**src/rtl/pipe_ctrl.sv**
```systemverilog
// Pipeline hazard/exception controller: per-stage stall vector, multi-cycle EX holds,
// and one-cycle flush with CP0 EPC/Cause update on exceptions taken in MEM.
module pipe_ctrl #(
    parameter logic [31:0] HANDLER_ADDR = 32'h0000_0020
) (
    input  logic        clk,
    input  logic        rst,
    input  logic        stallreq_id,
    input  logic        stallreq_ex,
    input  logic        mdu_start,
    input  logic [5:0]  mdu_len,
    input  logic [31:0] excptype_i,
    input  logic [31:0] pc_i,
    input  logic [31:0] epc_i,
    output logic [5:0]  stall,
    output logic        flush,
    output logic [31:0] new_pc,
    output logic        epc_we,
    output logic [31:0] epc_o,
    output logic [4:0]  cause_o
);

    typedef enum logic [1:0] {IDLE, BUSY, FLUSH} state_t;

    localparam logic [5:0] STALL_NONE = 6'b000000;
    localparam logic [5:0] STALL_ID   = 6'b000111;
    localparam logic [5:0] STALL_EX   = 6'b001111;

    state_t      state, state_nxt;
    logic [5:0]  cnt, cnt_nxt, cnt_dec;
    logic [5:0]  stall_nxt, req_stall;
    logic        flush_nxt, epc_we_nxt;
    logic [31:0] new_pc_nxt, epc_o_nxt;
    logic [4:0]  cause_nxt;
    logic [5:0]  exc_info;

    // Returns {is_eret, cause}; lower-numbered causes win.
    function automatic logic [5:0] exc_decode(input logic [31:0] e);
        if (e[0])       return {1'b0, 5'd0};
        else if (e[8])  return {1'b0, 5'd8};
        else if (e[9])  return {1'b0, 5'd10};
        else if (e[10]) return {1'b0, 5'd12};
        else if (e[12]) return {1'b1, 5'd0};
        else            return {1'b0, 5'd0};
    endfunction

    assign exc_info  = exc_decode(excptype_i);
    assign cnt_dec   = cnt - 6'd1;
    assign req_stall = stallreq_ex ? STALL_EX : (stallreq_id ? STALL_ID : STALL_NONE);

    always_comb begin
        state_nxt  = state;
        cnt_nxt    = cnt;
        stall_nxt  = STALL_NONE;
        flush_nxt  = 1'b0;
        new_pc_nxt = 32'd0;
        epc_we_nxt = 1'b0;
        epc_o_nxt  = 32'd0;
        cause_nxt  = 5'd0;
        case (state)
            FLUSH: begin
                // MEM is being flushed, so anything arriving now is discarded.
                state_nxt = IDLE;
            end
            default: begin
                if (excptype_i != 32'd0) begin
                    state_nxt = FLUSH;
                    cnt_nxt   = 6'd0;
                    flush_nxt = 1'b1;
                    if (exc_info[5]) begin
                        new_pc_nxt = epc_i;
                    end else begin
                        new_pc_nxt = HANDLER_ADDR;
                        epc_we_nxt = 1'b1;
                        epc_o_nxt  = pc_i;
                        cause_nxt  = exc_info[4:0];
                    end
                end else if (state == BUSY) begin
                    cnt_nxt = cnt_dec;
                    if (cnt_dec == 6'd0) begin
                        state_nxt = IDLE;
                        stall_nxt = req_stall;
                    end else begin
                        stall_nxt = STALL_EX;
                    end
                end else if (mdu_start && (mdu_len != 6'd0)) begin
                    state_nxt = BUSY;
                    cnt_nxt   = mdu_len;
                    stall_nxt = STALL_EX;
                end else begin
                    stall_nxt = req_stall;
                end
            end
        endcase
    end

    always_ff @(posedge clk) begin
        if (rst) begin
            state   <= IDLE;
            cnt     <= 6'd0;
            stall   <= STALL_NONE;
            flush   <= 1'b0;
            new_pc  <= 32'd0;
            epc_we  <= 1'b0;
            epc_o   <= 32'd0;
            cause_o <= 5'd0;
        end else begin
            state   <= state_nxt;
            cnt     <= cnt_nxt;
            stall   <= stall_nxt;
            flush   <= flush_nxt;
            new_pc  <= new_pc_nxt;
            epc_we  <= epc_we_nxt;
            epc_o   <= epc_o_nxt;
            cause_o <= cause_nxt;
        end
    end

endmodule

```
**config.mk**
```make
export PLATFORM = sky130hd
export DESIGN_NAME = pipe_ctrl
export DESIGN_NICKNAME = d
export VERILOG_FILES = /design/src/rtl/pipe_ctrl.sv
export SDC_FILE = /design/constraint.sdc
export NUM_CORES = 1
export LEC_CHECK = 0
export BUFFER_PORTS_ARGS = -buffer_cell sky130_fd_sc_hd__buf_2
export CAP_MARGIN = 20
export CORE_MARGIN = 4
export CORE_UTILIZATION = 44
export DETAILED_ROUTE_END_ITERATION = 6
export PLACE_DENSITY_LB_ADDON = 0.05
export SLEW_MARGIN = 15
export SYNTH_ARGS = -nofsm -noshare
export SYNTH_HDL_FRONTEND = slang
export SYNTH_SLANG_ARGS = --single-unit
export TNS_END_PERCENT = 100
```
**constraint.sdc**
```tcl
create_clock -name clk -period 3.7 [get_ports clk]
set_clock_uncertainty 0.2 [all_clocks]
set_input_delay 0.185 -clock clk [delete_from_list [all_inputs] [get_ports clk]]
set_output_delay 0.185 -clock clk [all_outputs]
set_load 0.005 [all_outputs]
```
* Word level (Yosys, flattened, before mapping)
Index checks and enable logic that the tools add are counted.
** Word-level totals
- Register bits after elaboration :: 85
- Input port bits :: 107
- Output and inout bits :: 77
** Cells by class
- $add $sub $neg :: 1
- Equality and inequality tests :: 4
- Mux-type cells :: 20
- Bitwise logic cells :: 3
- Reduce and logical (&&, ||, !) cells :: 18
** Operators with widths (count)
- $mux W6 :: 10
- $reduce_bool A32 Y1 :: 1
- $mux W4 :: 3
- $mux W2 :: 4
- $reduce_or A4 Y1 :: 2
- $reduce_or A8 Y1 :: 1
- $reduce_or A7 Y1 :: 1
- $logic_not A6 Y1 :: 1
- $reduce_and A2 Y1 :: 3
- $reduce_bool A6 Y1 :: 1
- $reduce_or A3 Y1 :: 2
- $reduce_or A6 Y1 :: 1
- $sub A6 B1 Y6 const B :: 1
- $reduce_or A5 Y1 :: 1
- $mux W3 :: 1
- $ne A3 B2 Y1 const B :: 1
- $not A1 Y1 :: 3
- $reduce_bool A3 Y1 :: 1
- $eq A2 B1 Y1 const B :: 1
- $eq A2 B2 Y1 const B :: 1
- $mux W1 :: 2
- $ne A2 B1 Y1 const B :: 1
- $reduce_bool A2 Y1 :: 1
- $reduce_or A2 Y1 :: 1
- $logic_and A1 B1 Y1 :: 1

* Depth between registers and ports, before layout
Gate-level depths: netlist of the first run.
- Depth in word-level cells :: 7
- Depth in mapped cells :: 7

* Worst setup path before layout of the first run
No wires, ideal clock.
- Path type :: input-to-reg
- Start point :: input mdu_len[4]
- End point :: register cnt[4]
- Arrival time :: 1.578 ns
- Data required time :: 3.373 ns
- Setup slack :: 1.795 ns
- Cell stages on the path :: 5
- Buffers on the path :: 0
- Cell sequence :: or4_4 > o31a_4 > maj3_2 > a32oi_1 > o32ai_1
** Between the ends
- Longest elaborated chain between the ends :: 4
- Elaborated cells between the ends (all ways) :: 7
- Those cells by class :: 3 x mux; 4 x reduce/logical
** Ends and longest elaborated chain
- from (decl) :: line 11 : input logic [5:0] mdu_len,
- $reduce_bool A6 Y1 :: line 86 : end else if (mdu_start && (mdu_len != 6'd0)) begin
- $logic_and A1 B1 Y1 :: line 86
- $reduce_bool A3 Y1 (no source line)
- $reduce_and A2 Y1 (no source line)
- to (signal assigned) :: line 109 : cnt <= cnt_nxt;
- to (decl) :: line 30 : logic [5:0] cnt, cnt_nxt, cnt_dec;
Parallel ways exist; a longest one is shown, timed or not. The select of a mux whose other input is x is not followed.
A chain may end at the register's enable or synchronous reset.

* Worst setup path after layout of the first run
- Start point :: input excptype_i[0]
- End point :: register cause_o[1]
** Between the ends
- Longest elaborated chain between the ends :: 3
- Elaborated cells between the ends (all ways) :: 4
- Those cells by class :: 1 x mux; 1 x bitwise; 2 x reduce/logical
** Ends and longest elaborated chain
- from (decl) :: line 12 : input logic [31:0] excptype_i,
- $reduce_bool A32 Y1 :: line 66 : if (excptype_i != 32'd0) begin
- $not A1 Y1 (no source line)
- $reduce_or A6 Y1 (no source line) (*)
- to (signal assigned) :: line 115 : cause_o <= cause_nxt;
- to (decl) :: line 20 : output logic [4:0] cause_o
Every way passes the cells marked *; elsewhere a longest branch is shown, timed or not.

==> reports/results.ini, run 1 <==
[run_status]
status=finished, final reports clean

[setup_path]
endpoint_kind=register
rr_endpoint=stall[2]$_SDFF_PP0_
rrSetupSlack_ns=1.12
crit_required_ns=3.73
r2r_cells=6
worstPathArrival_ns=2.96
r2r-start=state[0]$_SDFFE_PP0P_
criticalPathCategory=primary input to register
crit_family=buffers and inverters
cp_slowest_cell=dlygate4sd3_1
crit_fanout=35
crit_chain=dlygate4sd3_1 > buf_2 > nor4_4 > nand4_2 > nor2_4 > a2111oi_4 > buf_4 > and3_1 > dlygate4sd3_1
crit_top_cell=dlygate4sd3_1
startpoint_type=primary input
slowest_delay_ns=0.54
path_buf_inv=4

[place]
port_buffers=179
place_congestion=0.8502
dp_slack_ns=1.496
dp_hpwl_mm=5.577

[worst_hold_path]
min_from=excptype_i[8]
whs_path_depth=3
hold_class=primary input to register
whs_endpoint=cause_o[2]$_SDFF_PP0_

[layout]
nets=613
final_common_cell=buf_2
drive_gt1_share_pct=40.55
area_growth_pct=71.90
layout_common_cells=179 x buf_2, 79 x dfxtp_1, 77 x dlygate4sd3_1
antennaDiodeCount=0

[sta]
fin_ws_ns=0.7728
fin_crit_sh_pct=79.11
maxSlewViolCount=0
period_minus_slack_ns=2.927
max_freq_ghz=0.3416
setup-violations-final=0
rsz0062_at_grt=false
worst_pin_slew_ns=0.7063
timing.hold.ws_ns=0.03679
finalHoldViolCount=0
timing.slew.headroom_pct=52.81
finalSetupTns_ns=0

[synthesis]
synth_edf_count=0
ys_warn_count=0
synth_flop_cell=dfxtp_1
synth.distinct_cells=43
synth_area_mm2=0.002676
seq_area_frac_synth_pct=59.09
async_flop_share_pct=0
syn_avg_cell_area_um2=10.84
syn_inst=247
synth-seq-cells=79

[detailed_routing]
drt_iter0_drc=62
vias_per_cell=4.690
wl_mm=9.003
drt_pass1_iterations=4
wl_per_cell_um=15.44
via_count=2734
drc=0
ant_nets=0

[clock_tree]
cts_resized=0
clock_latency_ns=0.35
post_cts_buffers=0
cts_max_path_buffers=2
cts_buffers=9
cts_tree=done
cts-root-buf=clkbuf_8
ctsHtreeMaxLevel=3
clk_pin_slew_ns=0.07
clock-sinks=79

[floorplanning]
core_region_area_mm2=0.005921
die_area_mm2=0.007394
fp.dieW_um=85.99
io_pins=184
start_util_pct=45.20
rows=28
dieHeight_um=85.99

[global_route]
grt_max_degree=36
grt.overflow.total=0
grt_pass1_vias=2861
grt_pass1_wl_mm=14.08
grt_antenna_before_repair=0
track_usage_pct=24.88

[power_and_ir_drop]
p_per_area_mw_per_mm2=388.8
power_leakage_nw=2.281
max-vdd-ir-drop_v=0.0003277

[job]
maxCapViolCount=0

## layer usage
metal / GRT usage [%] / wire length [um]
met1: 26.72 / 3285
met2: 46.11 / 4720
met3: 6.340 / 805
met4: 9.784 / 191
met5: 0 / 0
## cell usage after synthesis (3+ instances only)
master	count	share of area, %
a21oi_1	7	1.3
o32ai_1	4	1.3
and2_1	63	15
dfxtp_1	79	59
nor2_1	11	1.5
inv_1	6	0.84
o21ai_0	4	0.75
clkbuf_1	5	0.70
o31ai_1	3	0.84
nand2_1	5	0.70
nand3_1	3	0.56
nor4_1	9	2.1
buf_4	8	2.2
nor3_1	3	0.56
## repair_timing
action / in CTS / in global routing
hold buffers: 77 / 0
endpoints found under the setup margin: 0 / 0
hold endpoints to repair: 73 / 0
## flip-flops by register name, summed over array words and instances, names as in the netlist
| name | cells |
|---|---|
| epc_o | 32 |
| new_pc | 32 |
| cnt | 6 |
| cause_o | 3 |
| stall | 2 |
| state | 2 |
| epc_we | 1 |
| flush | 1 |
## metrics by stage
step | area (um2) | util [%] | std cells | total power [W]
2_1_floorplan | 2688 | - | 250 | 0.0009472
3_3_place_gp | 3610 | 60.97 | 491 | 0.001032
3_5_place_dp | 3610 | 60.97 | 491 | 0.001034
4_1_cts | 4601 | 77.71 | 583 | 0.001794
5_1_grt | 4601 | 77.71 | 583 | 0.001856
6_report | 4601 | 77.71 | 583 | 0.001789
## power breakdown
group / total (W) / switching (W) / internal, W
registers: 0.000881 / 0.00000684 / 0.000874
clock network: 0.000705 / 0.000309 / 0.000396
logic: 0.000203 / 0.0000746 / 0.000129
## area by class of cell
cell class              count  area (um2)
repair buffers            258        1682
flip-flops and latches     79        1582
fillers                   388        1320
multi-input cells         150        1001
clock buffers              10       137.6
well taps                  75       93.84
clock inverters             5       82.58
inverters                   6       22.52
## worst reg2reg max path, cell delays in order (launching register included)
cell and delay, ns:
dfxtp_1 0.42, nor2b_1 0.61, nand4_1 0.17, a21oi_1 0.24, o21bai_1 0.10, o21ba_2 0.20, dlygate4sd3_1 0.54
## logic make-up (layout without fill, tap and decap cells)
| logic type | after synthesis | in the layout | synth area share (%) |
|---|---|---|---|
| AOI/OAI and AO/OA | 30 | 30 | 8.790 |
| adders and majority gates | 3 | 3 | 1.356 |
| xor gates and xnor gates | 1 | 1 | 0.3273 |
| buffers and inverters | 21 | 279 | 4.161 |
| other | 1 | 4 | 0.1401 |
| DFF | 79 | 79 | 59.09 |
| and+or+nand+nor | 112 | 112 | 26.13 |
## worst max path at each step
stage          cells past startpoint                     to          start
6_report                           9  cause_o[1]$_SDFF_PP0_  excptype_i[0]
5_1_grt                            9  cause_o[1]$_SDFF_PP0_  excptype_i[0]
4_1_cts                            9  cause_o[1]$_SDFF_PP0_  excptype_i[0]
3_5_place_dp                       7  cause_o[2]$_SDFF_PP0_  excptype_i[0]
3_3_place_gp                       7  cause_o[2]$_SDFF_PP0_  excptype_i[0]
2_1_floorplan                      5    cnt[4]$_SDFFE_PP0P_     mdu_len[4]
(Power assumes the default switching activity.)
==> run 2: changes to the inputs <==
--- a/config.mk
+++ b/config.mk
@@ -8,7 +8,7 @@
 export BUFFER_PORTS_ARGS = -buffer_cell sky130_fd_sc_hd__buf_2
 export CAP_MARGIN = 20
 export CORE_MARGIN = 4
-export CORE_UTILIZATION = 44
+export CORE_UTILIZATION = 37
 export DETAILED_ROUTE_END_ITERATION = 6
 export PLACE_DENSITY_LB_ADDON = 0.05
 export SLEW_MARGIN = 15
==> constraint.sdc (replaced) <==
create_clock -name clk -period 2.65 [get_ports clk]
set_clock_uncertainty 0.2 [all_clocks]
set_input_delay 0.1325 -clock clk [delete_from_list [all_inputs] [get_ports clk]]
set_output_delay 0.1325 -clock clk [all_outputs]
set_load 0.005 [all_outputs]
==> run 2 against run 1 <==
  * Sequential share of layout area shrank 0.98 points
  * Via count is 0.15% higher
  * Highest routed layer unchanged
  * Routed wire length fell by 6.0%
  * Largest power group unchanged
  * Final cell count grew 4.8%
  * Global-route usage fell by 6.0 points
  * Hold slack improved by 0.0022 ns
  * Critical path depth unchanged
  * Clock-buffer cell count unchanged
  * Total power rose by 43%
==> reports/results.ini, run 2 (synthesis gave the netlist of run 1 again) <==
[detailed_routing]
drt_iter0_drc=92
via_count=2738
highest_layer=met4
drt-met1-wl_mm=3.178
vias_per_cell=4.481
wl_per_cell_um=13.85
drc=0
drt_pass1_iterations=4
route.met2.wl_mm=4.371
ant_nets=0
wl_mm=8.464
met3WireLength_um=775

[setup_path]
crit_required_ns=2.73
worstPathArrival_ns=2.63
crit_family=buffers and inverters
path_buf_inv=4
slowest_delay_ns=0.53
criticalPathCategory=primary input to register
rrSetupSlack_ns=0.22
rr_endpoint=stall[2]$_SDFF_PP0_
endpoint_kind=register
crit_chain=dlygate4sd3_1 > buf_2 > nor4_4 > buf_12 > nand4_4 > nor2_4 > nand2_1 > o21ba_2 > dlygate4sd3_1
crit_fanout=8
r2r-start=state[1]$_SDFFE_PP0P_
r2r_cells=6
cp_slowest_cell=dlygate4sd3_1
startpoint_type=primary input
crit_top_cell=dlygate4sd3_1
cp_num_cells=9

[layout]
reg.largest.list=epc_o (32), new_pc (32), cnt (6)
final_common_cell=buf_2
drive_gt1_share_pct=40.78
area_growth_pct=76.95
fillers=558
layout_common_cells=179 x buf_2, 80 x dlygate4sd3_1, 79 x dfxtp_1
antennaDiodeCount=0
nets=620

[floorplanning]
core_region_area_mm2=0.006907
dieHeight_um=93.05
rows=30
io_pins=184
die_area_mm2=0.008658
fp.dieW_um=93.05
start_util_pct=38.75

[clock_tree]
clock-sinks=79
cts_buffers=9
clock_latency_ns=0.33
cts_tree=done
cts-root-buf=clkbuf_8
cts_max_path_buffers=2
ctsHtreeMaxLevel=3
clk_pin_slew_ns=0.08

[global_route]
grt_pass1_vias=2743
track_usage_pct=18.91
grt_pass1_wl_mm=12.81
grt_antenna_before_repair=0
grt.overflow.total=0
grt_max_degree=22

[worst_hold_path]
whs_path_depth=4
hold_class=primary input to register
min_from=excptype_i[28]
whs_endpoint=state[1]$_SDFFE_PP0P_

[sta]
period_minus_slack_ns=2.547
finalSetupTns_ns=0
finalHoldViolCount=0
timing.slew.headroom_pct=46.83
maxSlewViolCount=0
worst_pin_slew_ns=0.7975
fin_crit_sh_pct=96.11
timing.hold.ws_ns=0.03901
setup-violations-final=0
max_freq_ghz=0.3926

[run_status]
status=finished, final reports clean

[place]
place_congestion=0.7813
port_buffers=179
dp_hpwl_mm=6.009

[power_and_ir_drop]
p_per_area_mw_per_mm2=538.9
max-vdd-ir-drop_v=0.0003498
power_leakage_nw=2.322

[job]
maxCapViolCount=0

[run 2: layout make-up]
class / instances / area (um2) / share of cell area (%)
timing repair buffer: 265 / 1754 / 37.04
sequential: 79 / 1582 / 33.40
multi-input combinational: 150 / 1023 / 21.61
clock buffer: 10 / 127.6 / 2.695
tap: 96 / 120.1 / 2.536
clock inverter: 5 / 106.4 / 2.246
inverter: 6 / 22.52 / 0.4756
[run 2: how the worst max path moves through the flow]
stage / slack, ns / endpoint / start
final: 0.10 / stall[2]$_SDFF_PP0_ / excptype_i[10]
after global routing: -0.0004 / stall[2]$_SDFF_PP0_ / excptype_i[10]
after CTS: 0.02 / cause_o[3]$_SDFF_PP0_ / excptype_i[9]
after detailed placement: 0.19 / new_pc[20]$_SDFF_PP0_ / excptype_i[0]
after global placement: 0.19 / new_pc[15]$_SDFF_PP0_ / excptype_i[0]
after floorplan: 0.80 / cnt[4]$_SDFFE_PP0P_ / mdu_len[4]
[run 2: repair_timing]
item,CTS,global route
setup endpoints to repair,0,24
hold buffers,80,0
setup buffers,0,2
gates resized for setup,0,3
endpoints found under the hold margin,76,0
[run 2: metrics by stage]
stage / utilization (%) / total power (W) / instance area, um2 / std cells / worst slack, ns
floorplan: - / 0.001322 / 2688 / 250 / 0.7977
global placement: 52.86 / 0.001445 / 3651 / 514 / 0.1939
detailed placement: 52.86 / 0.001446 / 3651 / 514 / 0.1895
CTS: 67.84 / 0.002583 / 4686 / 609 / 0.02158
global route: 68.57 / 0.002665 / 4736 / 611 / -0.0004272
finish: 68.57 / 0.002552 / 4736 / 611 / 0.1030
[run 2: worst register-to-register path, cell delays in order, from the launching register on]
cell and delay [ns]:
dfxtp_1 0.41, inv_1 0.12, nor2_1 0.59, nor2_1 0.14, nand2_1 0.16, o21ba_2 0.17
dlygate4sd3_1 0.54
[run 2: metal layers]
metal  vias to the layer above  global-route usage (%)
met4                         0                   6.960
li1                       1354                       -
met2                       137                   34.19
met3                        12                   6.034
met1                      1235                   20.57
met5                         -                       0
[run 2: power by group]
| part | switching (W) | internal (W) |
|---|---|---|
| clock | 0.000411 | 0.000624 |
| combinational | 0.000103 | 0.000186 |
| sequential | 0.00000849 | 0.00122 |
| total | 0.000522 | 0.00203 |
==> run 3: changes to the inputs <==
--- a/config.mk
+++ b/config.mk
@@ -7,8 +7,10 @@
 export LEC_CHECK = 0
 export BUFFER_PORTS_ARGS = -buffer_cell sky130_fd_sc_hd__buf_2
 export CAP_MARGIN = 20
-export CORE_MARGIN = 4
-export CORE_UTILIZATION = 37
+export CELL_PAD_IN_SITES_DETAIL_PLACEMENT = 0
+export CELL_PAD_IN_SITES_GLOBAL_PLACEMENT = 2
+export CORE_MARGIN = 2
+export CORE_UTILIZATION = 20
 export DETAILED_ROUTE_END_ITERATION = 6
 export PLACE_DENSITY_LB_ADDON = 0.05
 export SLEW_MARGIN = 15
==> run 3 against run 2 <==
  * Final area rose by 3.0%
  * Register-to-register slack got worse by 0.03 ns
  * Utilization fell by 31 points
  * Die area rose by 65%
  * Critical endpoint unchanged
==> reports/results.ini, run 3 (synthesis gave the netlist of run 1 again) <==
[run_status]
status=finished, final reports clean

[global_route]
grt_pass1_vias=2675
grt_pass1_wl_mm=13.37
grt_max_degree=36
track_usage_pct=12.38
grt_antenna_before_repair=0
grt.overflow.total=0

[layout]
layout_common_cells=179 x buf_2, 79 x dfxtp_1, 77 x dlygate4sd3_1
area_growth_pct=82.23
antennaDiodeCount=0
reg.largest.list=epc_o (32), new_pc (32), cnt (6)
fin_cells=692
nets=621
drive_gt1_share_pct=41.47
final_common_cell=buf_2

[setup_path]
worstPathArrival_ns=2.60
crit_required_ns=2.67
startpoint_type=primary input
crit_top_cell=dlygate4sd3_1
path_buf_inv=3
endpoint_kind=register
crit_chain=dlygate4sd3_1 > buf_2 > or4_4 > o31a_4 > nor2_2 > o21bai_1 > o21ba_2 > dlygate4sd3_1
rrSetupSlack_ns=0.19
slowest_delay_ns=0.55
crit_family=buffers and inverters
criticalPathCategory=primary input to register
crit_fanout=3
cp_slowest_cell=or4_4

[sta]
fin_crit_sh_pct=97.50
finalHoldViolCount=0
max_freq_ghz=0.3870
maxSlewViolCount=0
timing.hold.ws_ns=0.01005
finalSetupTns_ns=0
setup-violations-final=0
period_minus_slack_ns=2.584
timing.slew.headroom_pct=66.84
worst_pin_slew_ns=0.4929
fin_ws_ns=0.06619

[detailed_routing]
drt_iter0_drc=89
drt_pass1_iterations=4
ant_nets=0
vias_per_cell=3.893
drc=0
via_count=2694
wl_mm=8.963
wl_per_cell_um=12.95

[floorplanning]
io_pins=184
dieHeight_um=119.7
core_region_area_mm2=0.01314
start_util_pct=20.37
die_area_mm2=0.01432
fp.dieW_um=119.7
rows=42

[clock_tree]
cts_tree=done
ctsHtreeMaxLevel=3
clock-sinks=79
clock_latency_ns=0.33
clk_pin_slew_ns=0.06
cts_max_path_buffers=2
cts_buffers=9
cts-root-buf=clkbuf_16

[power_and_ir_drop]
p_per_area_mw_per_mm2=563.7
power_w=0.002749
max-vdd-ir-drop_v=0.0003203
power_leakage_nw=2.361

[place]
dp_slack_ns=0.3668
post-place-cells=596
port_buffers=179
dp_hpwl_mm=6.438
place_congestion=0.7623

[job]
maxCapViolCount=0

[worst_hold_path]
hold_class=primary input to register

## run 3: cell count changes in the layout (fill, tap and decap cells not counted), moves of 2 or more
cell,before,now
dlygate4sd3_1,80,77
clkbuf_8,9,2
clkbuf_16,0,9
buf_4,5,10
bufinv_16,3,1
## run 3: where the power goes
group	internal, W	leakage (nW)	switching, W
Clock	0.000774	0.145	0.000460
Sequential	0.00122	0.644	0.00000826
Combinational	0.000183	1.57	0.000102
## run 3: metal layers
metal	vias up	share of wire, %	GRT usage, %
met1	1208	41	13.52
met4	0	1.6	5.000
met3	8	8.4	4.563
li1	1353	-	-
met5	-	0	0
met2	125	49	21.68
## run 3: tightest hold or removal path, cell delays in order
cell	delay [ns]
buf_2	0.12
o31a_4	0.12
nor2_1	0.08
nor3_1	0.04
## run 3: what timing repair did
item                                   CTS  global route
endpoints found under the hold margin   74             0
resized for setup                        0             2
buffers inserted                         0             4
hold buffers                            77             0
setup endpoints to repair                0             2
## run 3: final cells by class
type,instances,area [um2]
clock buffer,12,256.5
clock inverter,3,42.54
fill,1400,8260
inverter,6,22.52
multi-input combinational,150,1012
sequential,79,1582
tap,176,220.2
timing repair buffer,266,1742
## run 3: final timing paths
path	start	end	cells after the start
max	mdu_len[4]	stall[2]$_SDFF_PP0_	8
min	mdu_start	state[0]$_SDFFE_PP0P_	4
max reg2reg	cnt[0]$_SDFFE_PP0P_	stall[2]$_SDFF_PP0_	8
min reg2reg	cnt[5]$_SDFFE_PP0P_	cnt[5]$_SDFFE_PP0P_	2
## run 3: per-stage QoR
step                      utilization [%]  instance area, um2
after global placement              28.67                3766
after detailed placement            28.67                3766
after floorplan                         -                2688
after global routing                37.12                4877
after CTS                           36.81                4836
final                               37.12                4877
